==> config.mk <==
export PLATFORM = sky130hd
export DESIGN_NAME = reg_write_scoreboard
export DESIGN_NICKNAME = d
export VERILOG_FILES = /design/src/rtl/reg_write_scoreboard.sv
export SDC_FILE = /design/constraint.sdc
export NUM_CORES = 1
export LEC_CHECK = 0
export CELL_PAD_IN_SITES_DETAIL_PLACEMENT = 1
export CELL_PAD_IN_SITES_GLOBAL_PLACEMENT = 1
export CORE_MARGIN = 3
export CORE_UTILIZATION = 35
export CTS_CLUSTER_SIZE = 8
export DETAILED_ROUTE_END_ITERATION = 7
export HOLD_SLACK_MARGIN = 0.1
export PLACE_DENSITY_LB_ADDON = 0.1
export RECOVER_POWER = 50
export SLEW_MARGIN = 30
export SYNTH_ARGS = -nofsm -noshare
export SYNTH_HDL_FRONTEND = slang
export SYNTH_SLANG_ARGS = --single-unit
==> constraint.sdc <==
create_clock -name clk -period 2.6 [get_ports clk]
set_input_delay 0.52 -clock clk [delete_from_list [all_inputs] [get_ports clk]]
set_output_delay 0.52 -clock clk [all_outputs]
set_load 0.005 [all_outputs]
==> src/rtl/reg_write_scoreboard.sv <==
// Writeback wordline decoder with a per-register outstanding-write scoreboard.
// Issue increments a register's counter, writeback decrements it, and the counters drive the read-after-write stall.
module reg_write_scoreboard #(
   parameter int ID_W     = 4,
   parameter int CNT_W    = 2,
   parameter int ZERO_REG = 1
) (
   input  logic                 clk,
   input  logic                 rst_n,
   input  logic                 iss_en,
   input  logic [ID_W-1:0]      iss_id,
   output logic                 iss_ready,
   input  logic                 wb_en,
   input  logic [ID_W-1:0]      wb_id,
   output logic [(2**ID_W)-1:0] wordline,
   input  logic [ID_W-1:0]      rd_id_a,
   input  logic [ID_W-1:0]      rd_id_b,
   output logic                 stall,
   output logic [(2**ID_W)-1:0] pending,
   output logic                 wb_err
);

   localparam int               NUM_REGS = 2**ID_W;
   localparam logic [CNT_W-1:0] CNT_MAX  = '1;
   localparam logic [CNT_W-1:0] CNT_ONE  = CNT_W'(1);
   localparam bit               W_ZR     = (ZERO_REG != 0);

   logic [CNT_W-1:0]    r_count [NUM_REGS];
   logic                r_wb_err;

   logic                w_iss_zero;
   logic                w_wb_zero;
   logic                w_rda_zero;
   logic                w_rdb_zero;
   logic                w_accept;
   logic                w_dec;
   logic                w_wb_under;
   logic                w_busy_a;
   logic                w_busy_b;
   logic [NUM_REGS-1:0] w_inc_vec;
   logic [NUM_REGS-1:0] w_dec_vec;
   logic [NUM_REGS-1:0] w_wordline;
   logic [NUM_REGS-1:0] w_pending;

   assign w_iss_zero = W_ZR && (iss_id  == '0);
   assign w_wb_zero  = W_ZR && (wb_id   == '0);
   assign w_rda_zero = W_ZR && (rd_id_a == '0);
   assign w_rdb_zero = W_ZR && (rd_id_b == '0);

   // The hardwired register always reports ready so upstream never blocks on it.
   assign iss_ready  = w_iss_zero || (r_count[iss_id] != CNT_MAX);
   assign w_accept   = iss_en && iss_ready && !w_iss_zero;
   assign w_dec      = wb_en && !w_wb_zero && (r_count[wb_id] != '0);
   assign w_wb_under = wb_en && !w_wb_zero && (r_count[wb_id] == '0);

   // A final writeback in the same cycle releases the operand; the register file forwards the data.
   assign w_busy_a = !w_rda_zero && (r_count[rd_id_a] != '0) &&
                     !(wb_en && (wb_id == rd_id_a) && (r_count[rd_id_a] == CNT_ONE));
   assign w_busy_b = !w_rdb_zero && (r_count[rd_id_b] != '0) &&
                     !(wb_en && (wb_id == rd_id_b) && (r_count[rd_id_b] == CNT_ONE));
   assign stall    = w_busy_a || w_busy_b;

   always_comb begin
      w_wordline = '0;
      w_inc_vec  = '0;
      w_dec_vec  = '0;
      w_pending  = '0;
      for (int i = 0; i < NUM_REGS; i++) begin
         w_wordline[i] = wb_en && (wb_id == ID_W'(i)) && !(W_ZR && (i == 0));
         w_inc_vec[i]  = w_accept && (iss_id == ID_W'(i));
         w_dec_vec[i]  = w_dec && (wb_id == ID_W'(i));
         w_pending[i]  = (r_count[i] != '0);
      end
   end

   assign wordline = w_wordline;
   assign pending  = w_pending;
   assign wb_err   = r_wb_err;

   always_ff @(posedge clk) begin
      if (!rst_n) begin
         for (int i = 0; i < NUM_REGS; i++) begin
            r_count[i] <= '0;
         end
         r_wb_err <= 1'b0;
      end else begin
         for (int i = 0; i < NUM_REGS; i++) begin
            if (w_inc_vec[i] && !w_dec_vec[i]) begin
               r_count[i] <= r_count[i] + CNT_ONE;
            end else if (!w_inc_vec[i] && w_dec_vec[i]) begin
               r_count[i] <= r_count[i] - CNT_ONE;
            end
         end
         if (w_wb_under) begin
            r_wb_err <= 1'b1;
         end
      end
   end

endmodule

=== Yosys cells after proc, flatten, opt, wreduce, memory -nomap -nowiden ===
Memory sizes are Yosys's and may differ from the RTL's.
Cells that the tools add are included.

* Add/sub/neg operators: 32
* Equal/unequal tests: 35
* Mux-type cells: 145
* Bitwise gates (word level): 32
* Reductions and logical operators: 156

{| class="wikitable"
|+ Operator list
! operator !! count
|-
| 1-bit 2-to-1 mux || 113
|-
| 1-bit logical AND || 92
|-
| 4-bit == test (second input constant) || 16
|-
| 2-bit 2-to-1 mux || 32
|-
| 1-bit zero test || 38
|-
| 2-bit nonzero test || 19
|-
| 2-bit by 1-bit adder with 2-bit output (second input constant) || 16
|-
| 4-bit by 3-bit == test with 1-bit output (second input constant) || 8
|-
| 1-bit OR || 32
|-
| 2-bit by 1-bit subtractor with 2-bit output (second input constant) || 16
|-
| 4-bit by 2-bit == test with 1-bit output (second input constant) || 4
|-
| 4-bit zero test || 4
|-
| 4-bit by 1-bit == test with 1-bit output (second input constant) || 2
|-
| 4-bit == test || 2
|-
| 2-bit by 1-bit == test with 1-bit output (second input constant) || 2
|-
| 2-bit zero test || 1
|-
| 1-bit logical OR || 2
|-
| 2-bit != test (second input constant) || 1
|}

* Register bits: 1
* Memory bits (writable): 32
* Bits of input ports: 20
* Output and inout port bits: 35
* Logic and storage cells: 402
* Memories: 1

{| class="wikitable"
|+ Memories
! memory !! words !! bits a word !! rd ports !! clocked after memory_dff !! write ports !! line !! RTL
|-
| r_count || 16 || 2 || 20 || 0 || 16 || 28 || <nowiki>logic [CNT_W-1:0] r_count [NUM_REGS];</nowiki>
|}

=== Longest topological paths before layout ===
Gate-level depths: netlist of the first run.
An unclocked memory read counts as a cell.

* Depth in word-level cells: 13
* Depth in mapped cells: 8
* Depth with buffers taken out: 6

=== Least setup slack after synthesis of the first run ===
Ideal clock, no wire load.

* Path type: input -> output
* Start: input rd_id_b[0]
* End: output stall
* Arrival: 1.836 ns
* Required time: 2.080 ns
* Slack: 0.244 ns
* Cell stages on the path: 7
* Buffers on the path: 1
* Path through: buf_2 mux4_2 nor2b_1 a211oi_1 o21ai_0 nand2_1 o22ai_1

* Word-level cells in the longest chain between the ends: 6
* Elaborated cells on any way between the ends: 12
* Those cells by class: 2 x eq/ne; 9 x reduce/logical; 1 x memory

{| class="wikitable"
|+ RTL lines
! what !! line !! RTL
|-
| start, declared || 17 || <nowiki>input logic [ID_W-1:0] rd_id_b,</nowiki>
|-
| memory read 16 x 2 bit or 4-bit == test (tied branches) || n/a ||
|-
| 2-bit by 1-bit == test with 1-bit output or 1-bit logical AND (tied branches) || 60 || <nowiki>!(wb_en && (wb_id == rd_id_b) && (r_count[rd_id_b] == CNT_ONE));</nowiki>
|-
| 1-bit logical AND || 60 ||
|-
| 1-bit zero test || 60 ||
|-
| 1-bit logical AND * || 59 || <nowiki>assign w_busy_b = !w_rdb_zero && (r_count[rd_id_b] != '0) &&</nowiki>
|-
| 1-bit logical OR * || 61 || <nowiki>assign stall = w_busy_a || w_busy_b;</nowiki>
|-
| end, declared || 18 || <nowiki>output logic stall,</nowiki>
|}

Mark *: on every way between the ends. The rest lies on a longest branch, timed or not.

=== Final worst setup path of the first run ===
* Start: input rd_id_a[1]
* End: output stall

* Word-level cells in the longest chain between the ends: 6
* Elaborated cells on any way between the ends: 12
* Those cells by class: 2 x eq/ne; 9 x reduce/logical; 1 x memory

{| class="wikitable"
|+ RTL lines
! what !! line !! RTL
|-
| start, declared || 16 || <nowiki>input logic [ID_W-1:0] rd_id_a,</nowiki>
|-
| memory read 16 x 2 bit or 4-bit == test (tied branches) || n/a ||
|-
| 2-bit by 1-bit == test with 1-bit output or 1-bit logical AND (tied branches) || 58 || <nowiki>!(wb_en && (wb_id == rd_id_a) && (r_count[rd_id_a] == CNT_ONE));</nowiki>
|-
| 1-bit logical AND || 58 ||
|-
| 1-bit zero test || 58 ||
|-
| 1-bit logical AND * || 57 || <nowiki>assign w_busy_a = !w_rda_zero && (r_count[rd_id_a] != '0) &&</nowiki>
|-
| 1-bit logical OR * || 61 ||
|}

Marks and branches as above.

==> impl_metrics.tcl, run 1 <==
set metrics [dict create \
    status "completed" \
    detail_route.wl_per_cell_um 19.9 \
    port_bufs 53 \
    rsz0062_at_grt "no" \
    cts-htree-levels 2 \
    grt_pass1_vias 3687 \
    family_with_the_most_delay_on_the_worst_path "buffers and inverters" \
    drive_gt1_frac 0.331 \
    tritoncts.num_buffers 5 \
    drt-pass1-iter-count 4 \
    static-leakage-power_nw 1.98 \
    global_route.usage.met2 0.386 \
    dp_worst_setup_slack_ps -666 \
    instance_count_of_the_mapped_netlist 369 \
    setup_violations 0 \
    final_common_cell "sky130_fd_sc_hd__buf_4" \
    grt_first_pass_wirelength_um 20100 \
    cts.root.buffer_cell "sky130_fd_sc_hd__clkbuf_8" \
    hold_viol_final 0 \
    cp.arrival_ps 1980 \
    finClkSkew_ps 8.11 \
    max_freq_ghz 0.399 \
    synth.distinct_cells 49 \
    sequential_cell_area_um2 981 \
    synth.area.mux_share 0.201 \
    grt.busiest_layer "met2" \
    setup_total_negative_slack_ps 0 \
    clock_sinks 33 \
    endpoint_type_of_the_worst_setup_path "output pin" \
    layout_common_cells "sky130_fd_sc_hd__buf_4 (66), sky130_fd_sc_hd__nand2_1 (41), sky130_fd_sc_hd__edfxtp_1 (32)" \
    grt_start_max_net_pins 22 \
    synth-edff-count 32 \
    min-delay-path-class "reg2reg" \
    synth_compound_area_frac 0.142 \
    tightestPinTransition_ps 534 \
    grt_util_met3 0.0298 \
    warnings_from_yosys 0 \
    detail_route.drc_violations 0 \
    initial_core_util 0.369 \
    cp.buffers_inverters 5 \
    floorplan.die.width_um 106 \
    globalRouteTotalUtil 0.229 \
    worst_path_most_repeated_cell "sky130_fd_sc_hd__buf_4" \
    post_synth.cell_area_avg_um2 9.47 \
    ys_ff_latch 33 \
    fin_crit_ps 2500 \
    vias 3452 \
    r2r.worst_path.cells 8 \
    postLayoutCellArea_um2 4890 \
    multi_input_comb_area_um2 2380 \
    slew_headroom 0.644 \
    cellPowerDensity_nw_per_um2 352 \
    yosys.area_share.xor_xnor 0.0777 \
    slew_viol_final 0 \
    cts_tree "built" \
    dp_hpwl_um 9850 \
    max-clock-path-buffers 2 \
    detail_route.iter0.violations 243 \
    finalWirelength_um 12500 \
    cts.reportedPaths.clkPinSlew_ps 70 \
    grt_overflow 0 \
    timing.setup.critical_path_class "in2out" \
    synth_top_flop_cell "sky130_fd_sc_hd__edfxtp_1" \
    path_cells "dlygate4sd2_1 -> buf_6 -> buf_4 -> buf_4 -> xnor2_1 -> nand3_1 -> o211ai_1 -> a32o_1 -> o22ai_1 -> buf_2" \
    synth-simple-area-share 0.241 \
    syn_to_final_growth_pct 40.0 \
    die_h_um 106 \
    critical_path.slowest_cell "sky130_fd_sc_hd__dlygate4sd2_1" \
    diodes_inserted 0 \
    floorplan.io_pins 55 \
    gp_congestion 0.964 \
    num_rows 35 \
    worst-path-stages 10 \
    synthArstFlopShare 0 \
    final.fill_count 1141 \
    setup_ws_ps 96.5 \
    share_of_the_yosys_chip_area_belonging_to_registers 0.281 \
    antenna_found_initial 0 \
    die-area_um2 11200 \
    postPlaceCellArea_um2 4730 \
    synth_adder_area_share 0.00358 \
    cp_max_fo 6 \
    grt_util_met1 0.320 \
    max_cap_viol_count 0 \
    worst_ir_drop_vdd_mv 0.217 \
    synth.cell_area_um2 3490 \
    nets_finish 519 \
    startpoint_type "input pin" \
    hold_path_depth 2 \
    tcrit_tclk_final 0.963 \
    clkLatencyLatePin_ps 300 \
    ant_nets 0 \
    crit_required_ps 2080 \
    post_drt_via_cell_ratio 5.50 \
    largest_family_of_logic_cells_by_synthesized_area "simple AND/OR/NAND/NOR gates" \
    floorplan.core_area_um2 9460 \
    critical-path-max-stage-delay_ps 240 \
]
## cells in the mapped netlist, types with 2 or more instances
| cell type | instances | area [um2] |
|---|---|---|
| sky130_fd_sc_hd__nor3b_1 | 8 | 60.1 |
| sky130_fd_sc_hd__inv_1 | 16 | 60.1 |
| sky130_fd_sc_hd__a21oi_4 | 8 | 130 |
| sky130_fd_sc_hd__nand3b_1 | 4 | 30.0 |
| sky130_fd_sc_hd__nor2_1 | 33 | 124 |
| sky130_fd_sc_hd__nand2_1 | 41 | 154 |
| sky130_fd_sc_hd__nand3_1 | 25 | 125 |
| sky130_fd_sc_hd__mux4_2 | 25 | 563 |
| sky130_fd_sc_hd__nand2b_1 | 4 | 25.0 |
| sky130_fd_sc_hd__xnor2_1 | 10 | 87.6 |
| sky130_fd_sc_hd__clkbuf_1 | 14 | 52.6 |
| sky130_fd_sc_hd__nor3b_2 | 2 | 25.0 |
| sky130_fd_sc_hd__a211oi_1 | 2 | 15.0 |
| sky130_fd_sc_hd__o211ai_1 | 3 | 22.5 |
| sky130_fd_sc_hd__a22oi_1 | 3 | 22.5 |
| sky130_fd_sc_hd__nor4_1 | 3 | 18.8 |
| sky130_fd_sc_hd__and2_1 | 2 | 12.5 |
| sky130_fd_sc_hd__or2_2 | 14 | 87.6 |
| sky130_fd_sc_hd__nor3_1 | 16 | 80.1 |
| sky130_fd_sc_hd__a21oi_1 | 16 | 80.1 |
| sky130_fd_sc_hd__nor3_2 | 3 | 30.0 |
| sky130_fd_sc_hd__a211o_1 | 2 | 17.5 |
| sky130_fd_sc_hd__o21ai_0 | 11 | 55.1 |
| sky130_fd_sc_hd__buf_2 | 5 | 25.0 |
| sky130_fd_sc_hd__xor2_1 | 21 | 184 |
| sky130_fd_sc_hd__mux2i_1 | 9 | 90.1 |
| sky130_fd_sc_hd__buf_6 | 2 | 22.5 |
| sky130_fd_sc_hd__a311o_1 | 4 | 40.0 |
| sky130_fd_sc_hd__nand2_2 | 2 | 12.5 |
| sky130_fd_sc_hd__mux2_2 | 2 | 22.5 |
| sky130_fd_sc_hd__edfxtp_1 | 32 | 961 |
| sky130_fd_sc_hd__nor2b_1 | 7 | 43.8 |
| sky130_fd_sc_hd__o2111ai_1 | 4 | 35.0 |
## per-layer routing
layer  routed length, um  share of wire
met5                   0              0
met4                 164          0.013
met3                 802          0.064
met2                5980           0.48
met1                5530           0.44
## final cells by class
class / count / area share
sequential: 33 / 0.200
clock inverter: 3 / 0.00256
inverter: 16 / 0.0123
clock buffer: 5 / 0.0141
timing repair buffer: 144 / 0.251
tap: 129 / 0.0330
multi-input combinational: 298 / 0.487
## sequential cells by signal, indices dropped and copies added (netlist names)
register / cells
r_count: 32
wb_err: 1
## path summary, 6_finish.rpt
| kind | startpoint | endpoint | slack (ps) |
|---|---|---|---|
| max | rd_id_a[1] | stall | 100 |
| min | wb_err$_SDFFE_PN0P_ | wb_err$_SDFFE_PN0P_ | 550 |
| max reg2reg | r_count[11][0]$_SDFFCE_PN0P_ | r_count[6][0]$_SDFFCE_PN0P_ | 150 |
| min reg2reg | wb_err$_SDFFE_PN0P_ | wb_err$_SDFFE_PN0P_ | 550 |
## cells by family (layout without fill, tap and decap cells)
group | Yosys count | count (layout)
AO/OA/AOI/OAI | 60 | 60
AND/OR/NAND/NOR | 166 | 166
flip-flops | 33 | 33
buffers and inverters | 40 | 168
other | 1 | 3
adder cells (fa/ha/maj) | 1 | 1
XOR/XNOR | 31 | 31
multiplexers | 37 | 37
## what timing repair did
action / CTS / global route
setup endpoints to repair: 69 / 33
resized for setup: 56 / 22
gates cloned: 1 / 0
pin swaps: 6 / 11
hold buffers: 0 / 0
setup buffers: 7 / 0
## power by group
part	switching [mW]	internal, mW
sequential	0.0645	0.626
combinational	0.304	0.327
clock	0.219	0.181
## per-stage QoR
step	util	hold WS, ps	std cells	total power [mW]
floorplan	-	460	371	1.03
detailed placement	0.500	544	612	1.32
global route	0.517	566	628	1.81
finish	0.517	554	628	1.72
global placement	0.500	506	612	1.30
CTS	0.524	562	628	1.74
## worst reg2reg max path, stage by stage, from the launching register on
cell and delay [ps]:
sky130_fd_sc_hd__edfxtp_1 500, sky130_fd_sc_hd__mux4_2 550, sky130_fd_sc_hd__a22oi_2 230, sky130_fd_sc_hd__nand2_2 90, sky130_fd_sc_hd__buf_6 170, sky130_fd_sc_hd__buf_4 170
sky130_fd_sc_hd__a21oi_2 220, sky130_fd_sc_hd__xor2_1 170, sky130_fd_sc_hd__nand2_1 110
(Power assumes the default switching activity.)
==> inputs of run 2 (changes only) <==
==> constraint.sdc (replaced) <==
create_clock -name clk -period 3.1 [get_ports clk]
set_input_delay 0.62 -clock clk [delete_from_list [all_inputs] [get_ports clk]]
set_output_delay 0.62 -clock clk [all_outputs]
set_load 0.005 [all_outputs]
==> run 2 against run 1 <==
  * First-iteration DRC count decreased by 35%
  * Register-to-register slack improved by 320 ps
  * Clock skew about the same
  * Routed wire length decreased by 7.7%
  * Critical path depth decreased by 3
  * Final area decreased by 7.6%
  * Flip-flop and latch count unchanged
  * Clock power decreased by 19%
  * Worst setup slack got worse by 24 ps
  * Cell count decreased by 6.2%
  * Largest cell class unchanged
==> impl_metrics.tcl, run 2 (synthesized netlist as in run 1, its figures left out) <==
set metrics [dict create \
    drt-pass1-iter-count 4 \
    cts_tree "built" \
    status "completed" \
    grt_overflow 0 \
    hold_viol_final 0 \
    cts-htree-levels 2 \
    setup_violations 0 \
    dp_hpwl_um 9090 \
    grt_pass1_vias 3412 \
    static-leakage-power_nw 1.70 \
    fin_crit_ps 3030 \
    crit_required_ps 2480 \
    p_int_uw 920 \
    startpoint_type "input pin" \
    floorplan.core_area_um2 9460 \
    min-delay-start "wb_err$_SDFFE_PN0P_" \
    cts.reportedPaths.clkPinSlew_ps 70 \
    max_cap_viol_count 0 \
    endpoint_type_of_the_worst_setup_path "output pin" \
    max_freq_ghz 0.330 \
    rsz0062_at_grt "yes" \
    globalRouteTotalUtil 0.218 \
    ant_nets 0 \
    setup_total_negative_slack_ps 0 \
    dp_worst_setup_slack_ps -367 \
    post_drt_via_cell_ratio 5.54 \
    hold_path_depth 2 \
    diodes_inserted 0 \
    topRoutingLayerUsed "met4" \
    antenna_found_initial 0 \
    grt_start_max_net_pins 20 \
    p_sw_uw 449 \
    die-area_um2 11200 \
    met3WireLength_um 704 \
    tcrit_tclk_final 0.977 \
    routed-wl-met2_um 5490 \
    slew_headroom 0.363 \
    num_rows 35 \
    tritoncts.num_buffers 5 \
    floorplan.die.width_um 106 \
    detail_route.iter0.violations 158 \
    cts_hold_buf 0 \
    switching_share 0.328 \
    syn_to_final_growth_pct 29.4 \
    worstReg2RegStart "r_count[1][1]$_SDFFCE_PN0P_" \
    tightestPinTransition_ps 956 \
    slew_viol_final 0 \
    detail_route.drc_violations 0 \
    layout_common_cells "sky130_fd_sc_hd__buf_4 (48), sky130_fd_sc_hd__nand2_1 (40), sky130_fd_sc_hd__edfxtp_1 (32)" \
    final.fill_count 1143 \
    final_common_cell "sky130_fd_sc_hd__buf_4" \
    min-delay-path-class "reg2reg" \
    seq_power_share 0.427 \
    power.clock.fraction 0.236 \
    comb_power_share 0.336 \
    cp_max_fo 7 \
    finClkSkew_ps 7.92 \
    initial_core_util 0.369 \
    cellPowerDensity_nw_per_um2 303 \
    nets_finish 480 \
    clkLatencyLatePin_ps 290 \
    critical-path-max-stage-delay_ps 520 \
    finalWirelength_um 11500 \
    critical_path.slowest_cell "sky130_fd_sc_hd__clkdlybuf4s50_1" \
    vias 3262 \
    max-clock-path-buffers 2 \
    detail_route.wl_per_cell_um 19.5 \
    drt-met1-wl_um 5270 \
    grt_first_pass_wirelength_um 19100 \
    port_bufs 53 \
    gp_congestion 0.849 \
    cp.arrival_ps 2410 \
    path_cells "clkdlybuf4s50_1 -> buf_4 -> buf_4 -> inv_1 -> nand2_2 -> nor2_2 -> clkdlybuf4s50_1" \
    setup_ws_ps 72.8 \
    floorplan.io_pins 55 \
    critical_path_startpoint "wb_id[1]" \
    die_h_um 106 \
    timing.setup.critical_path_class "in2out" \
    largest_reg_flops 32 \
    top_register "r_count" \
    cts.root.buffer_cell "sky130_fd_sc_hd__clkbuf_8" \
    r2r.worst_path.cells 8 \
    worst_ir_drop_vdd_mv 0.187 \
    drive_gt1_frac 0.254 \
    clock_sinks 33 \
    worst_hold_slack_ps 467 \
]
[run 2: worst paths after layout]
check                            end  slack [ps]
max                      wordline[5]          70
min              wb_err$_SDFFE_PN0P_         470
max reg2reg  r_count[9][1]$_DFFE_PP_         470
min reg2reg      wb_err$_SDFFE_PN0P_         470
[run 2: worst max-delay path, delay by kind of cell]
family,cells,cell delay (ps)
buffers and inverters,5,1440
AND/OR/NAND/NOR,2,340
[run 2: power groups by stage]
| stage | clock [mW] | sequential (mW) | combinational [mW] |
|---|---|---|---|
| 2_1_floorplan | 0 | 0.565 | 0.301 |
| 3_3_place_gp | 0 | 0.591 | 0.467 |
| 3_5_place_dp | 0 | 0.593 | 0.477 |
| 4_1_cts | 0.335 | 0.583 | 0.483 |
| 5_1_grt | 0.352 | 0.592 | 0.507 |
| 6_report | 0.324 | 0.585 | 0.461 |
[run 2: what timing repair did]
item                       in CTS  in global routing
setup endpoints to repair       8                  7
setup buffers                   5                  0
gates resized for setup        10                  8
pin swaps                       1                  0
hold endpoints to repair        0                  0
[run 2: final cells by class]
class	instances	area (um2)	share of cell area
inverter	16	60.1	0.0133
timing repair buffer	105	930	0.206
tap	129	161	0.0357
clock buffer	8	80.1	0.0177
sequential	33	981	0.217
multi-input combinational	298	2310	0.511
[run 2: through the flow]
| stage | cells | area [um2] | total power, mW | utilization |
|---|---|---|---|---|
| floorplan | 371 | 3500 | 0.866 | - |
| global placement | 576 | 4460 | 1.06 | 0.471 |
| detailed placement | 576 | 4460 | 1.07 | 0.471 |
| CTS | 589 | 4580 | 1.40 | 0.484 |
| global route | 589 | 4520 | 1.45 | 0.478 |
| finish | 589 | 4520 | 1.37 | 0.478 |
[run 2: metal layers]
metal  vias up  track usage
li1       1531            -
met1      1628        0.313
met2        99        0.348
met3         4       0.0431
met4         0       0.0305
met5         -            0
==> inputs of run 3 (changes only) <==
--- a/config.mk
+++ b/config.mk
@@ -12,7 +12,7 @@
 export CTS_CLUSTER_SIZE = 8
 export DETAILED_ROUTE_END_ITERATION = 7
 export HOLD_SLACK_MARGIN = 0.1
-export PLACE_DENSITY_LB_ADDON = 0.1
+export PLACE_DENSITY_LB_ADDON = 0.12
 export RECOVER_POWER = 50
 export SLEW_MARGIN = 30
 export SYNTH_ARGS = -nofsm -noshare
==> run 3 against run 2 <==
  * Routed wire length up 7.6%
  * Largest power group unchanged
  * Register-to-register slack better by 50 ps
  * Fmax grew 3.8%
  * Critical endpoint is now stall
  * Worst hold slack gained 15 ps
  * Combinational power rose by 1%
==> impl_metrics.tcl, run 3 (synthesized netlist as in run 1, its figures left out) <==
set metrics [dict create \
    status "completed" \
    nets_finish 483 \
    drive_gt1_frac 0.255 \
    num_rows 35 \
    comb_power_share 0.337 \
    p_int_uw 922 \
    detail_route.wl_per_cell_um 20.9 \
    floorplan.io_pins 55 \
    min-delay-start "wb_err$_SDFFE_PN0P_" \
    grt_start_max_net_pins 20 \
    critical_path_startpoint "rd_id_a[0]" \
    layout_common_cells "sky130_fd_sc_hd__buf_4 (50), sky130_fd_sc_hd__nand2_1 (41), sky130_fd_sc_hd__nor2_1 (32), sky130_fd_sc_hd__edfxtp_1 (32)" \
    switching_share 0.333 \
    port_bufs 53 \
    tightestPinTransition_ps 1050 \
    max_cap_viol_count 0 \
    post-layout-total-power_mw 1.38 \
    final.fill_count 1149 \
    path_cells "dlygate4sd2_1 -> bufbuf_16 -> buf_4 -> xor2_1 -> nor3_1 -> nand3_1 -> o211ai_1 -> a32o_1 -> o22ai_1 -> clkbuf_2" \
    fin_util 0.480 \
    max_freq_ghz 0.343 \
    final_cell_count_no_fill 592 \
    tritoncts.num_buffers 5 \
    seq_power_share 0.425 \
    grt_overflow 0 \
    setup_violations 0 \
    vias 3390 \
    antenna_found_initial 0 \
    finClkSkew_ps 8.17 \
    startpoint_type "input pin" \
    min-delay-path-class "reg2reg" \
    rsz0062_at_grt "no" \
    slew_viol_final 0 \
    reg2reg_setup_slack_ps 520 \
    syn_to_final_growth_pct 30.0 \
    worst_hold_slack_ps 482 \
    detail_route.drc_violations 0 \
    ant_nets 0 \
    grt_first_pass_wirelength_um 19700 \
    worstReg2RegStart "r_count[2][1]$_SDFFCE_PN0P_" \
    detail_route.iter0.violations 256 \
    critical-path-max-stage-delay_ps 280 \
    grt_pass1_vias 3551 \
    cts_hold_buf 0 \
    cellPowerDensity_nw_per_um2 304 \
    top_register "r_count" \
    power.clock.fraction 0.239 \
    die-area_um2 11200 \
    drt-pass1-iter-count 4 \
    static-leakage-power_nw 1.74 \
    tcrit_tclk_final 0.941 \
    finalWirelength_um 12400 \
    diodes_inserted 0 \
    floorplan.core_area_um2 9460 \
    cts_tree "built" \
    p_sw_uw 461 \
    setup_ws_ps 183 \
    cts-htree-levels 2 \
    cts.root.buffer_cell "sky130_fd_sc_hd__clkbuf_8" \
    die_h_um 106 \
    globalRouteTotalUtil 0.224 \
    post_drt_via_cell_ratio 5.73 \
    cp.arrival_ps 2300 \
    largest_reg_flops 32 \
    postPlaceCellArea_um2 4500 \
    multi_input_comb_area_um2 2290 \
    final_common_cell "sky130_fd_sc_hd__buf_4" \
    sequential_cell_area_um2 981 \
    worst_ir_drop_vdd_mv 0.147 \
    family_with_the_most_delay_on_the_worst_path "buffers and inverters" \
    clock_sinks 33 \
    fin_crit_ps 2920 \
    setup_total_negative_slack_ps 0 \
    floorplan.die.width_um 106 \
    critical_path.slowest_cell "sky130_fd_sc_hd__bufbuf_16" \
    hold_viol_final 0 \
    slew_headroom 0.300 \
    cts.reportedPaths.clkPinSlew_ps 70 \
    dp_hpwl_um 9510 \
    cp_max_fo 4 \
    clkLatencyLatePin_ps 290 \
    postLayoutCellArea_um2 4540 \
    cp.buffers_inverters 4 \
    placedCellCount 581 \
    max-clock-path-buffers 2 \
    endpoint_type_of_the_worst_setup_path "output pin" \
    initial_core_util 0.369 \
    timing.setup.critical_path_class "in2out" \
    gp_congestion 0.826 \
    crit_required_ps 2480 \
    dp_worst_setup_slack_ps -367 \
]
[run 3: tightest hold or removal path, stage by stage, from the launching register on]
cell                      delay [ps]
sky130_fd_sc_hd__dfxtp_1         330
sky130_fd_sc_hd__a21oi_1          40
sky130_fd_sc_hd__nor2_1           80
[run 3: timing repair]
action	4_1_cts	5_1_grt
pin swaps	1	4
endpoints found under the setup margin	9	10
cloned	1	0
gates resized for setup	12	9
endpoints found under the hold margin	0	0
setup buffers	2	0
[run 3: layout make-up]
cell class,count,share of cell area
Multi-Input combinational cell,298,0.504
Tap cell,129,0.0355
Timing Repair Buffer,108,0.213
Sequential cell,33,0.216
Clock buffer,8,0.0176
Inverter,16,0.0132
[run 3: power by group through the flow]
| stage | registers [mW] | clock network (mW) | logic, mW |
|---|---|---|---|
| 4_1_cts | 0.584 | 0.338 | 0.490 |
| 2_1_floorplan | 0.565 | 0 | 0.301 |
| 6_report | 0.587 | 0.330 | 0.466 |
| 5_1_grt | 0.592 | 0.355 | 0.508 |
| 3_3_place_gp | 0.595 | 0 | 0.469 |
| 3_5_place_dp | 0.594 | 0 | 0.482 |
[run 3: worst paths after layout]
path / to / depth (start not counted)
worst max-delay path: stall / 10
worst min-delay path: wb_err$_SDFFE_PN0P_ / 2
worst max register to register: r_count[9][1]$_DFFE_PP_ / 8
worst min register to register: wb_err$_SDFFE_PN0P_ / 2
[run 3: metal layers]
metal	up-vias	GRT usage	part of all wire
li1	1542	-	-
met1	1689	0.313	0.44
met2	144	0.367	0.48
met4	0	0.0500	0.017
met5	-	0	0
met3	15	0.0358	0.067
